**config.mk**
```make
export PLATFORM = sky130hd
export DESIGN_NAME = alu_cmd_seq
export DESIGN_NICKNAME = d
export VERILOG_FILES = /design/src/rtl/alu_pkg.sv /design/src/rtl/alu_regfile.sv /design/src/rtl/alu_cmd_seq.sv
export SDC_FILE = /design/constraint.sdc
export NUM_CORES = 1
export LEC_CHECK = 0
export CORE_MARGIN = 8
export CORE_UTILIZATION = 50
export CTS_CLUSTER_SIZE = 10
export DETAILED_ROUTE_END_ITERATION = 8
export PLACE_DENSITY = 0.85
export SYNTH_ARGS = -nofsm -noshare
export SYNTH_HDL_FRONTEND = slang
export SYNTH_SLANG_ARGS = --single-unit
```
**constraint.sdc**
```tcl
create_clock -name clk -period 3.4 [get_ports clk]
set_input_delay 0.51 -clock clk [delete_from_list [all_inputs] [get_ports clk]]
set_output_delay 0.51 -clock clk [all_outputs]
set_load 0.01 [all_outputs]
```
**src/rtl/alu_pkg.sv**
```systemverilog
// rtl/alu_pkg.sv - shared opcode and sequencer state encodings for alu_cmd_seq
package alu_pkg;

    typedef enum logic [1:0] {
        OP_AND = 2'b00,
        OP_OR  = 2'b01,
        OP_ADD = 2'b10,
        OP_SUB = 2'b11
    } alu_op_e;

    typedef enum logic {
        ST_IDLE = 1'b0,
        ST_EXEC = 1'b1
    } seq_state_e;

    localparam int NUM_REGS = 4;

endpackage

```
**src/rtl/alu_regfile.sv**
```systemverilog
// rtl/alu_regfile.sv - 4-entry register file, async reads, writeback-over-load write priority
module alu_regfile #(
    parameter int width = 4
) (
    input  logic             clk,
    input  logic             rst_n,
    input  logic             wb_en,
    input  logic [1:0]       wb_addr,
    input  logic [width-1:0] wb_data,
    input  logic             wr_en,
    input  logic [1:0]       wr_addr,
    input  logic [width-1:0] wr_data,
    input  logic [1:0]       ra_addr,
    input  logic [1:0]       rb_addr,
    output logic [width-1:0] ra_data,
    output logic [width-1:0] rb_data
);
    import alu_pkg::*;

    logic [width-1:0] regs_q [NUM_REGS];
    logic [width-1:0] regs_d [NUM_REGS];

    assign ra_data = regs_q[ra_addr];
    assign rb_data = regs_q[rb_addr];

    // Per-entry priority: the ALU writeback beats a direct load to the same
    // entry, while a load to a different entry still lands on the same edge.
    always_comb begin
        for (int i = 0; i < NUM_REGS; i++) begin
            regs_d[i] = regs_q[i];
            if (wb_en && (wb_addr == 2'(i))) begin
                regs_d[i] = wb_data;
            end else if (wr_en && (wr_addr == 2'(i))) begin
                regs_d[i] = wr_data;
            end
        end
    end

    // Storage update with asynchronous clear.
    always_ff @(posedge clk or negedge rst_n) begin
        if (!rst_n) begin
            for (int i = 0; i < NUM_REGS; i++) begin
                regs_q[i] <= '0;
            end
        end else begin
            for (int i = 0; i < NUM_REGS; i++) begin
                regs_q[i] <= regs_d[i];
            end
        end
    end

endmodule

```
**src/rtl/alu_cmd_seq.sv**
```systemverilog
// rtl/alu_cmd_seq.sv - two-state command sequencer driving an external ALU
module alu_cmd_seq #(
    parameter int width = 4
) (
    input  logic             clk,
    input  logic             rst_n,
    input  logic             cmd_valid,
    output logic             cmd_ready,
    input  logic [1:0]       cmd_op,
    input  logic [1:0]       cmd_dst,
    input  logic [1:0]       cmd_srca,
    input  logic [1:0]       cmd_srcb,
    input  logic             wr_en,
    input  logic [1:0]       wr_addr,
    input  logic [width-1:0] wr_data,
    output logic [width-1:0] alu_a,
    output logic [width-1:0] alu_b,
    output logic [1:0]       alu_sel,
    input  logic [width-1:0] alu_out,
    input  logic             alu_carry,
    output logic             res_valid,
    output logic [width-1:0] res_data,
    output logic             res_carry
);
    import alu_pkg::*;

    seq_state_e       state_q, state_d;
    logic             accept;
    logic             wb_en;
    logic [1:0]       dst_q;
    logic [width-1:0] ra_data, rb_data;
    logic [width-1:0] alu_a_q, alu_b_q;
    logic [1:0]       alu_sel_q;
    logic             res_valid_q, res_carry_q;
    logic [width-1:0] res_data_q;

    alu_regfile #(.width(width)) u_rf (
        .clk     (clk),
        .rst_n   (rst_n),
        .wb_en   (wb_en),
        .wb_addr (dst_q),
        .wb_data (alu_out),
        .wr_en   (wr_en),
        .wr_addr (wr_addr),
        .wr_data (wr_data),
        .ra_addr (cmd_srca),
        .rb_addr (cmd_srcb),
        .ra_data (ra_data),
        .rb_data (rb_data)
    );

    // State register; reset aborts any command in flight.
    always_ff @(posedge clk or negedge rst_n) begin
        if (!rst_n) begin
            state_q <= ST_IDLE;
        end else begin
            state_q <= state_d;
        end
    end

    // Next state: EXEC always lasts exactly one cycle.
    always_comb begin
        state_d = state_q;
        case (state_q)
            ST_IDLE: if (cmd_valid) state_d = ST_EXEC;
            ST_EXEC: state_d = ST_IDLE;
            default: state_d = ST_IDLE;
        endcase
    end

    // FSM outputs: handshake in IDLE, writeback strobe in EXEC.
    always_comb begin
        cmd_ready = 1'b0;
        wb_en     = 1'b0;
        case (state_q)
            ST_IDLE: cmd_ready = 1'b1;
            ST_EXEC: wb_en     = 1'b1;
            default: cmd_ready = 1'b0;
        endcase
    end

    assign accept = cmd_ready && cmd_valid;

    // Operand capture on accept (SUB becomes ADD of the negated operand) and
    // result capture on writeback; everything else holds.
    always_ff @(posedge clk or negedge rst_n) begin
        if (!rst_n) begin
            dst_q       <= '0;
            alu_a_q     <= '0;
            alu_b_q     <= '0;
            alu_sel_q   <= OP_AND;
            res_valid_q <= 1'b0;
            res_data_q  <= '0;
            res_carry_q <= 1'b0;
        end else begin
            res_valid_q <= 1'b0;
            if (accept) begin
                dst_q   <= cmd_dst;
                alu_a_q <= ra_data;
                if (cmd_op == OP_SUB) begin
                    alu_b_q   <= ~rb_data + width'(1);
                    alu_sel_q <= OP_ADD;
                end else begin
                    alu_b_q   <= rb_data;
                    alu_sel_q <= cmd_op;
                end
            end
            if (wb_en) begin
                res_valid_q <= 1'b1;
                res_data_q  <= alu_out;
                res_carry_q <= alu_carry;
            end
        end
    end

    assign alu_a     = alu_a_q;
    assign alu_b     = alu_b_q;
    assign alu_sel   = alu_sel_q;
    assign res_valid = res_valid_q;
    assign res_data  = res_data_q;
    assign res_carry = res_carry_q;

endmodule

```
# After elaboration in Yosys (flattened, before gate mapping)
# Cells that the tools add are included.
# W data, S select, Z words.
# op_classes
addsub,1
n_lt_le_gt_ge,2
n_eq_ne,7
n_mux,21
bitwise,4
n_reduce_logical,15
# ops
cell,count
$mux W4,13
$bmux W4 S2,2
$eq A2 B2 Y1 const B,5
$logic_and A1 B1 Y1,9
$reduce_bool A2 Y1,4
$ge A3 B3 Y1 const B,2
$not A2 Y3,2
$add A4 B1 Y4 const B,1
$eq A2 B1 Y1 const B,2
$logic_not A2 Y1,2
$mux W1,4
$not A4 Y4,1
$mux W2,1
$pmux W1 S2,1
$not A1 Y1,1
# totals
regBits,35
output_inout_bits,17
word_cells,62

# Longest topological paths before layout
# Gate-level depths: netlist of the first run.
# depth
word_depth,7
depth_mapped,6

# By module
# Synthesis of the first run repeated with hierarchy kept, for this count alone.
# unflattened
cells_unflattened,138
area_unflattened_um2,1769.2
# modules_own_cells
module,instances,cells_each,area_each_um2,seq_area_each_um2
alu_regfile,1,81,959.7,400.4
alu_cmd_seq,1,57,809.5,475.5

# Worst setup path after synthesis of the first run
# OpenSTA, ideal clock, no wires.
# synth_timing
path_type,input -> register
from,input port cmd_srcb[0]
to,"register alu_b_q[3], in the netlist alu_b[3]"
arrival_time_ps,1520
required_ps,3269
path_slack_ps,1750
cell_stages,4
n_path_buf,0
cell_sequence,mux4_2 -> o311ai_2 -> xor2_1 -> o21ai_1
# synth_via
elab_chain_cells,7
# synth_lines
element,line,text
start: declaration,alu_cmd_seq.sv:12,"input logic [1:0] cmd_srcb,"
$not A2 Y3 (not written as such) (*),alu_regfile.sv:24,assign rb_data = regs_q[rb_addr];
$bmux W4 S2 (*),alu_regfile.sv:24,
$mux W4 (not written as such) (*) (2 in series),alu_regfile.sv:24,
$not A4 Y4,alu_cmd_seq.sv:101,alu_b_q <= ~rb_data + width'(1);
$add A4 B1 Y4,alu_cmd_seq.sv:101,
$mux W4 (*),alu_cmd_seq.sv:100,if (cmd_op == OP_SUB) begin
end signal: assignment,alu_cmd_seq.sv:101,
end signal: assignment,alu_cmd_seq.sv:104,alu_b_q <= rb_data;
end: declaration,alu_cmd_seq.sv:32,"logic [width-1:0] alu_a_q, alu_b_q;"
# Every way passes the cells marked *; elsewhere a longest branch is shown, timed or not. The select of a mux whose other input is x is not followed.
# A chain may end at the register's enable or synchronous reset.

# Worst setup path after layout of the first run
# Same ends and word-level chain as after synthesis.

==> run_results.csv, run 1 <==
group,metric,value,unit
run_status,status,"finished clean",
sta,final_hold_viol_count,0,
power_and_ir_drop,power_switching,0.000360,W
route,viasPerCell,5.32,
clocking,cts-root-buf,"clkbuf_4",
worst_setup_path,path_class,"input port to register",
synth,synth_area_leaders,"dfrtp_1 52%, mux2i_1 10%, mux4_2 9.3%, mux2_2 5.3%, nand2_1 5.3%",
worst_setup_path,crit_path_top_delay_cell,"clkdlybuf4s50_1",
floorplan,die_x,74.2,um
power_and_ir_drop,pwr-share-comb,33.6,%
sta,tns,0,ps
floorplan,start_util,51.6,%
power_and_ir_drop,switching_share,29.9,%
global_route,grt_pass1_wl,6.50,mm
power_and_ir_drop,power_frac_seq,50.4,%
worst_setup_path,path_buf_inv,1,
worst_setup_path,cp-end-kind,"register",
layout,fin_nets,206,
floorplan,core_area,3280,um2
floorplan,die_h,74.2,um
synth,avgSynthCellArea,12.3,um2
sta,finClkSkew,2.19,ps
layout,final_core_util,66.3,%
sta,max_slew_margin,36.8,%
global_route,grt_antenna_before_repair,0,
placed_design,io_buffers,39,
sta,setup_violations,0,
power_and_ir_drop,power_frac_clock,16.1,%
synth,netlist_instances,138,
worst_setup_path,crit_start,"cmd_srcb[0]",
clocking,postCtsHoldBufs,0,
synth,yosys_warnings,0,
global_route,met3_usage,6.33,%
power_and_ir_drop,power.internal,0.000844,W
worst_setup_path,cp_data_arrival_time,2250,ps
worst_setup_path,start_kind,"input port",
clocking,ctsResizeCount,0,
sta,period_share,60.5,%
hold_path,hold_path_class,"register to register",
placed_design,gp_congestion,0.775,
clocking,cts_tree,"yes",
global_route,gr-usage-all-layers,15.7,%
synth,ys_ff_latch,35,
clocking,clk_pin_slew,90,ps
power_and_ir_drop,p_per_area,553,nW/um2
sta,grt_setup_unrepaired,"false",
global_route,grt_max_degree,36,
power_and_ir_drop,total_leakage_power,0.946,nW
clocking,cts_buffers,5,
route,vias,1208,
global_route,globalRoute.busiestLayer,"met2",
sta,worst_pin_slew,947,ps
route,wl_per_cell,16.5,um
global_route,grt_pass1_vias,1361,
hold_path,min_from,"res_data[1]",
layout,syn2layout_area_growth,28.6,%
worst_setup_path,crit_family,"buffers and inverters",
worst_setup_path,r2r-start,"state_q",
global_route,use_met2,26.0,%
layout,n_antenna_cell,0,
layout,fin_area,2180,um2
route,ant_nets,0,
clocking,cts_setup_buffers,0,
worst_setup_path,max_stage_delay,600,ps
synth,ys_types,24,
global_route,grt_overflow_total,0,
power_and_ir_drop,power.total,0.00120,W
clocking,cts_sinks,35,
synth,synth_top_area_share,51.7,%
sta,fmax,0.486,GHz
route,wl,3.75,mm
worst_setup_path,crit_chain,"clkdlybuf4s50_1 > mux4_2 > o311ai_2 > xor2_1 > o21ai_1",
route,drc,0,
route,dr.pass1.iters,4,
synth,synth_largest_area_cell,"dfrtp_1",
job,maxCapViolations,0,
clocking,clock_path_buffers,2,
synth,netlist_area,1690,um2
worst_setup_path,crit_fanout,4,
layout,final_layout_size_suffix_gt1_share,12.7,%
floorplan,rows,21,
sta,fin_crit,2060,ps
placed_design,placed_area,2140,um2
clocking,cts_max_level,2,
clocking,worstSkewPairLatency,320,ps
route,dr.first_iter.drc_count,45,
synth,syn_nets,162,
floorplan,ios,40,
synth,ys_seq_area_share,51.7,%
worst_setup_path,crit_required,3590,ps
placed_design,hpwl,3.06,mm
sta,drv_slew,0,
power_and_ir_drop,ir_drop,0.273,mV
global_route,use_met1,18.3,%
floorplan,die_area,5510,um2
[cells in the mapped netlist]
| library cell | n |
|---|---|
| clkbuf_1 | 2 |
| nor3b_1 | 2 |
| buf_2 | 1 |
| inv_2 | 1 |
| mux2_1 | 4 |
| ha_1 | 1 |
| mux2i_1 | 17 |
| nor3_1 | 1 |
| mux4_2 | 7 |
| xor2_1 | 1 |
| xnor2_1 | 1 |
| nand2b_1 | 1 |
| nor2_1 | 2 |
| inv_1 | 3 |
| mux2_2 | 8 |
| o311ai_2 | 1 |
| dfrtp_1 | 35 |
| nand2_1 | 24 |
| o21ai_1 | 9 |
| nand3b_1 | 2 |
| nand3_1 | 1 |
| and3_1 | 1 |
| mux4_1 | 1 |
| o21ai_0 | 12 |
[per-layer routing]
layer / vias up / part of all wire (%)
met4: 0 / 0.48
met5: - / 0
met2: 43 / 48
li1: 586 / -
met1: 577 / 42
met3: 2 / 9.3
[power by group through the flow]
stage | logic [W] | registers (W) | clock network (W)
floorplan | 0.000200 | 0.000614 | 0
global placement | 0.000390 | 0.000610 | 0
detailed placement | 0.000412 | 0.000617 | 0
CTS | 0.000412 | 0.000608 | 0.000201
global route | 0.000446 | 0.000626 | 0.000218
finish | 0.000404 | 0.000606 | 0.000193
[layout make-up]
class | count | area [um2]
Fill cell | 271 | 1110
Timing Repair Buffer | 40 | 398
Multi-Input combinational cell | 96 | 791
Clock buffer | 6 | 41.3
Tap cell | 46 | 57.6
Sequential cell | 35 | 876
Inverter | 4 | 15.0
[cells in the final DEF, fill, tap and decap left out, drive strengths merged]
master,count
o21ai,21
o311ai,1
mux4,8
mux2i,17
nand2,24
clkbuf,6
nor3b,2
buf,1
and3,1
nand3,1
mux2,12
ha,1
inv,4
dfrtp,35
xor2,1
nand2b,1
nand3b,2
nor2,2
xnor2,1
clkdlybuf4s50,39
nor3,1
[through the flow]
stage / hold WS (ps) / worst slack (ps) / cells
3_5_place_dp: 479 / 1010 / 221
4_1_cts: 504 / 1350 / 227
2_1_floorplan: 214 / 1750 / 138
5_1_grt: 524 / 1270 / 227
6_report: 494 / 1340 / 227
3_3_place_gp: 471 / 1050 / 221
[state kept, by name, summed over array words and instances, names as in the netlist]
name,cells
alu_a,4
res_data,4
alu_sel,2
res_valid,1
state_q,1
alu_b,4
dst_q,2
res_carry,1
u_rf.regs_q,16
[worst register-to-register path: cells and delay by family, from the launching register on]
family                 cells  cell delay, ps
DFF                        1             570
AOI/OAI and AO/OA          1             240
buffers and inverters      1             100
and+or+nand+nor            1             690
[worst paths after layout]
kind,end,slack [ps],cells after the start
min in group asynchronous,alu_b[0],590,2
worst max register to register,u_rf.regs_q[10],1650,3
worst min register to register,res_data[1],490,1
worst max-delay path,alu_b[3],1340,5
worst min-delay path,res_data[1],490,1
max in group asynchronous,alu_b[1],2490,2
[cells by family after synthesis]
kind of cell | share of synthesized area [%]
XOR/XNOR | 1.03
AND/OR/NAND/NOR | 8.86
AO/OA/AOI/OAI | 7.16
adder cells (fa/ha/maj) | 0.738
buffers and inverters | 1.62
flip-flops | 51.7
multiplexers | 28.9
No activity file was read; power rests on OpenSTA's default activity.
==> run 2: changes to the inputs <==
--- a/config.mk
+++ b/config.mk
@@ -6,10 +6,10 @@
 export NUM_CORES = 1
 export LEC_CHECK = 0
 export CORE_MARGIN = 8
-export CORE_UTILIZATION = 50
+export CORE_UTILIZATION = 44
 export CTS_CLUSTER_SIZE = 10
 export DETAILED_ROUTE_END_ITERATION = 8
-export PLACE_DENSITY = 0.85
+export PLACE_DENSITY = 0.8
 export SYNTH_ARGS = -nofsm -noshare
 export SYNTH_HDL_FRONTEND = slang
 export SYNTH_SLANG_ARGS = --single-unit
==> constraint.sdc (replaced) <==
create_clock -name clk -period 1.7 [get_ports clk]
set_input_delay 0.255 -clock clk [delete_from_list [all_inputs] [get_ports clk]]
set_output_delay 0.255 -clock clk [all_outputs]
set_load 0.01 [all_outputs]
==> run_results.csv, run 2 (synthesis results as in run 1) <==
group,metric,value,unit
run_status,status,"finished clean",
sta,period_share,94.0,%
global_route,grt_pass1_wl,6.38,mm
clocking,worstSkewPairLatency,280,ps
route,wl,3.87,mm
route,dr.first_iter.drc_count,36,
power_and_ir_drop,power_switching,0.000767,W
power_and_ir_drop,switching_share,28.4,%
worst_setup_path,start_kind,"register",
route,viasPerCell,5.30,
route,drc,0,
layout,syn2layout_area_growth,36.1,%
clocking,cts_setup_buffers,0,
power_and_ir_drop,ir_drop,0.556,mV
layout,regArea,876,um2
sta,max_slew_margin,69.6,%
sta,setup_violations,0,
clocking,clock_path_buffers,2,
floorplan,rows,22,
layout,largest_reg_flops,16,
global_route,grt_antenna_before_repair,0,
sta,final_hold_viol_count,0,
global_route,gr-usage-all-layers,13.1,%
floorplan,ios,40,
sta,grt_setup_unrepaired,"false",
clocking,cts-root-buf,"clkbuf_8",
worst_setup_path,r2r-start,"u_rf.regs_q[5]",
floorplan,die_x,78.1,um
worst_setup_path,reg2reg_slack,100,ps
route,ant_nets,0,
worst_setup_path,path_class,"register to register",
layout,fin_nets,215,
sta,finClkSkew,3.75,ps
worst_setup_path,cp-end-kind,"register",
power_and_ir_drop,total_leakage_power,1.02,nW
layout,multiInputGateArea,791,um2
sta,worst_pin_slew,455,ps
clocking,cts_max_level,2,
worst_setup_path,crit_required,1860,ps
power_and_ir_drop,power_frac_seq,44.9,%
layout,n_antenna_cell,0,
power_and_ir_drop,p_per_area,1170,nW/um2
route,vias,1272,
global_route,grt_max_degree,36,
placed_design,hpwl,3.05,mm
clocking,clk_pin_slew,70,ps
worst_setup_path,max_stage_delay,510,ps
floorplan,core_area,3690,um2
worst_setup_path,crit_chain,"mux4_2 > o311ai_2 > xor2_1 > o21ai_1",
layout,final_layout_size_suffix_gt1_share,17.7,%
sta,drv_slew,0,
route,dr.pass1.iters,4,
power_and_ir_drop,power.internal,0.00193,W
global_route,grt_overflow_total,0,
placed_design,dp.cells,232,
worst_setup_path,reg2regPathDepth,4,
layout,final_common_cell,"clkdlybuf4s50_1",
layout,final_cell_mix,"38 x clkdlybuf4s50_1, 35 x dfrtp_1, 24 x nand2_1",
power_and_ir_drop,power_frac_clock,24.3,%
worst_setup_path,crit_family,"multiplexers",
floorplan,die_h,78.1,um
worst_setup_path,crit_path_top_delay_cell,"mux4_2",
placed_design,gp_congestion,0.831,
clocking,cts_buffers,5,
worst_setup_path,rr_endpoint,"alu_b[3]",
floorplan,start_util,45.9,%
clocking,postCtsHoldBufs,0,
worst_setup_path,crit_fanout,3,
hold_path,hold_path_class,"input port to async pin",
clocking,cts_sinks,35,
layout,final_cells,240,
clocking,cts_tree,"yes",
route,wl_per_cell,16.1,um
job,maxCapViolations,0,
sta,fin_crit,1600,ps
power_and_ir_drop,pwr-share-comb,30.8,%
worst_setup_path,path_buf_inv,0,
sta,tns,0,ps
global_route,grt_pass1_vias,1362,
sta,fmax,0.626,GHz
floorplan,die_area,6090,um2
worst_setup_path,cp_data_arrival_time,1760,ps
placed_design,io_buffers,39,
layout,largest-register,"u_rf.regs_q",
layout,fillCellCount,315,
[run 2: power groups by stage]
stage	registers [W]	clock network, W	logic, W
final	0.00121	0.000657	0.000831
after global routing	0.00124	0.000706	0.000916
after CTS	0.00121	0.000674	0.000848
after detailed placement	0.00123	0	0.000848
after global placement	0.00122	0	0.000814
after floorplan	0.00123	0	0.000400
[run 2: worst register-to-register path, stage by stage, from the launching register on]
cell	delay [ps]
dfrtp_1	410
mux4_2	510
o311ai_2	310
xor2_1	170
o21ai_1	80
[run 2: how the worst max path moves through the flow]
stage | from | end | slack (ps) | cells past startpoint
5_1_grt | u_rf.regs_q[1] | alu_b[1] | 30 | 5
6_report | u_rf.regs_q[5] | alu_b[3] | 100 | 4
2_1_floorplan | u_rf.regs_q[0] | alu_b[3] | 210 | 4
4_1_cts | u_rf.regs_q[1] | alu_b[3] | 100 | 4
3_3_place_gp | cmd_srcb[0] | alu_b[3] | -350 | 5
3_5_place_dp | cmd_srcb[0] | alu_b[3] | -430 | 5
[run 2: layout make-up]
type,count,share of cell area [%]
Clock buffer,8,4.34
Inverter,4,0.651
Multi-Input combinational cell,96,34.3
Sequential cell,35,38.0
Tap cell,48,2.60
Timing Repair Buffer,49,20.1
[run 2: per-stage QoR]
step | area, um2 | hold slack (ps) | total power (W) | util [%] | worst slack, ps
2_1_floorplan | 1690 | -40.6 | 0.00163 | - | 210
3_3_place_gp | 2210 | 469 | 0.00203 | 59.8 | -354
3_5_place_dp | 2210 | 474 | 0.00207 | 59.8 | -429
4_1_cts | 2310 | 389 | 0.00273 | 62.5 | 96.9
5_1_grt | 2310 | 426 | 0.00286 | 62.5 | 34.7
6_report | 2310 | 383 | 0.00270 | 62.5 | 102
[run 2: timing repair]
action,4_1_cts,5_1_grt
setup endpoints to repair,3,0
gates resized for setup,1,0
hold endpoints to repair,0,0
[run 2: layer usage]
layer	vias up	share of wire, %	track usage (%)	wire [um]
met4	0	0.70	4.81	27
li1	602	-	-	-
met5	-	0	0	0
met1	618	45	15.3	1730
met2	48	46	20.5	1780
met3	4	8.6	6.26	333
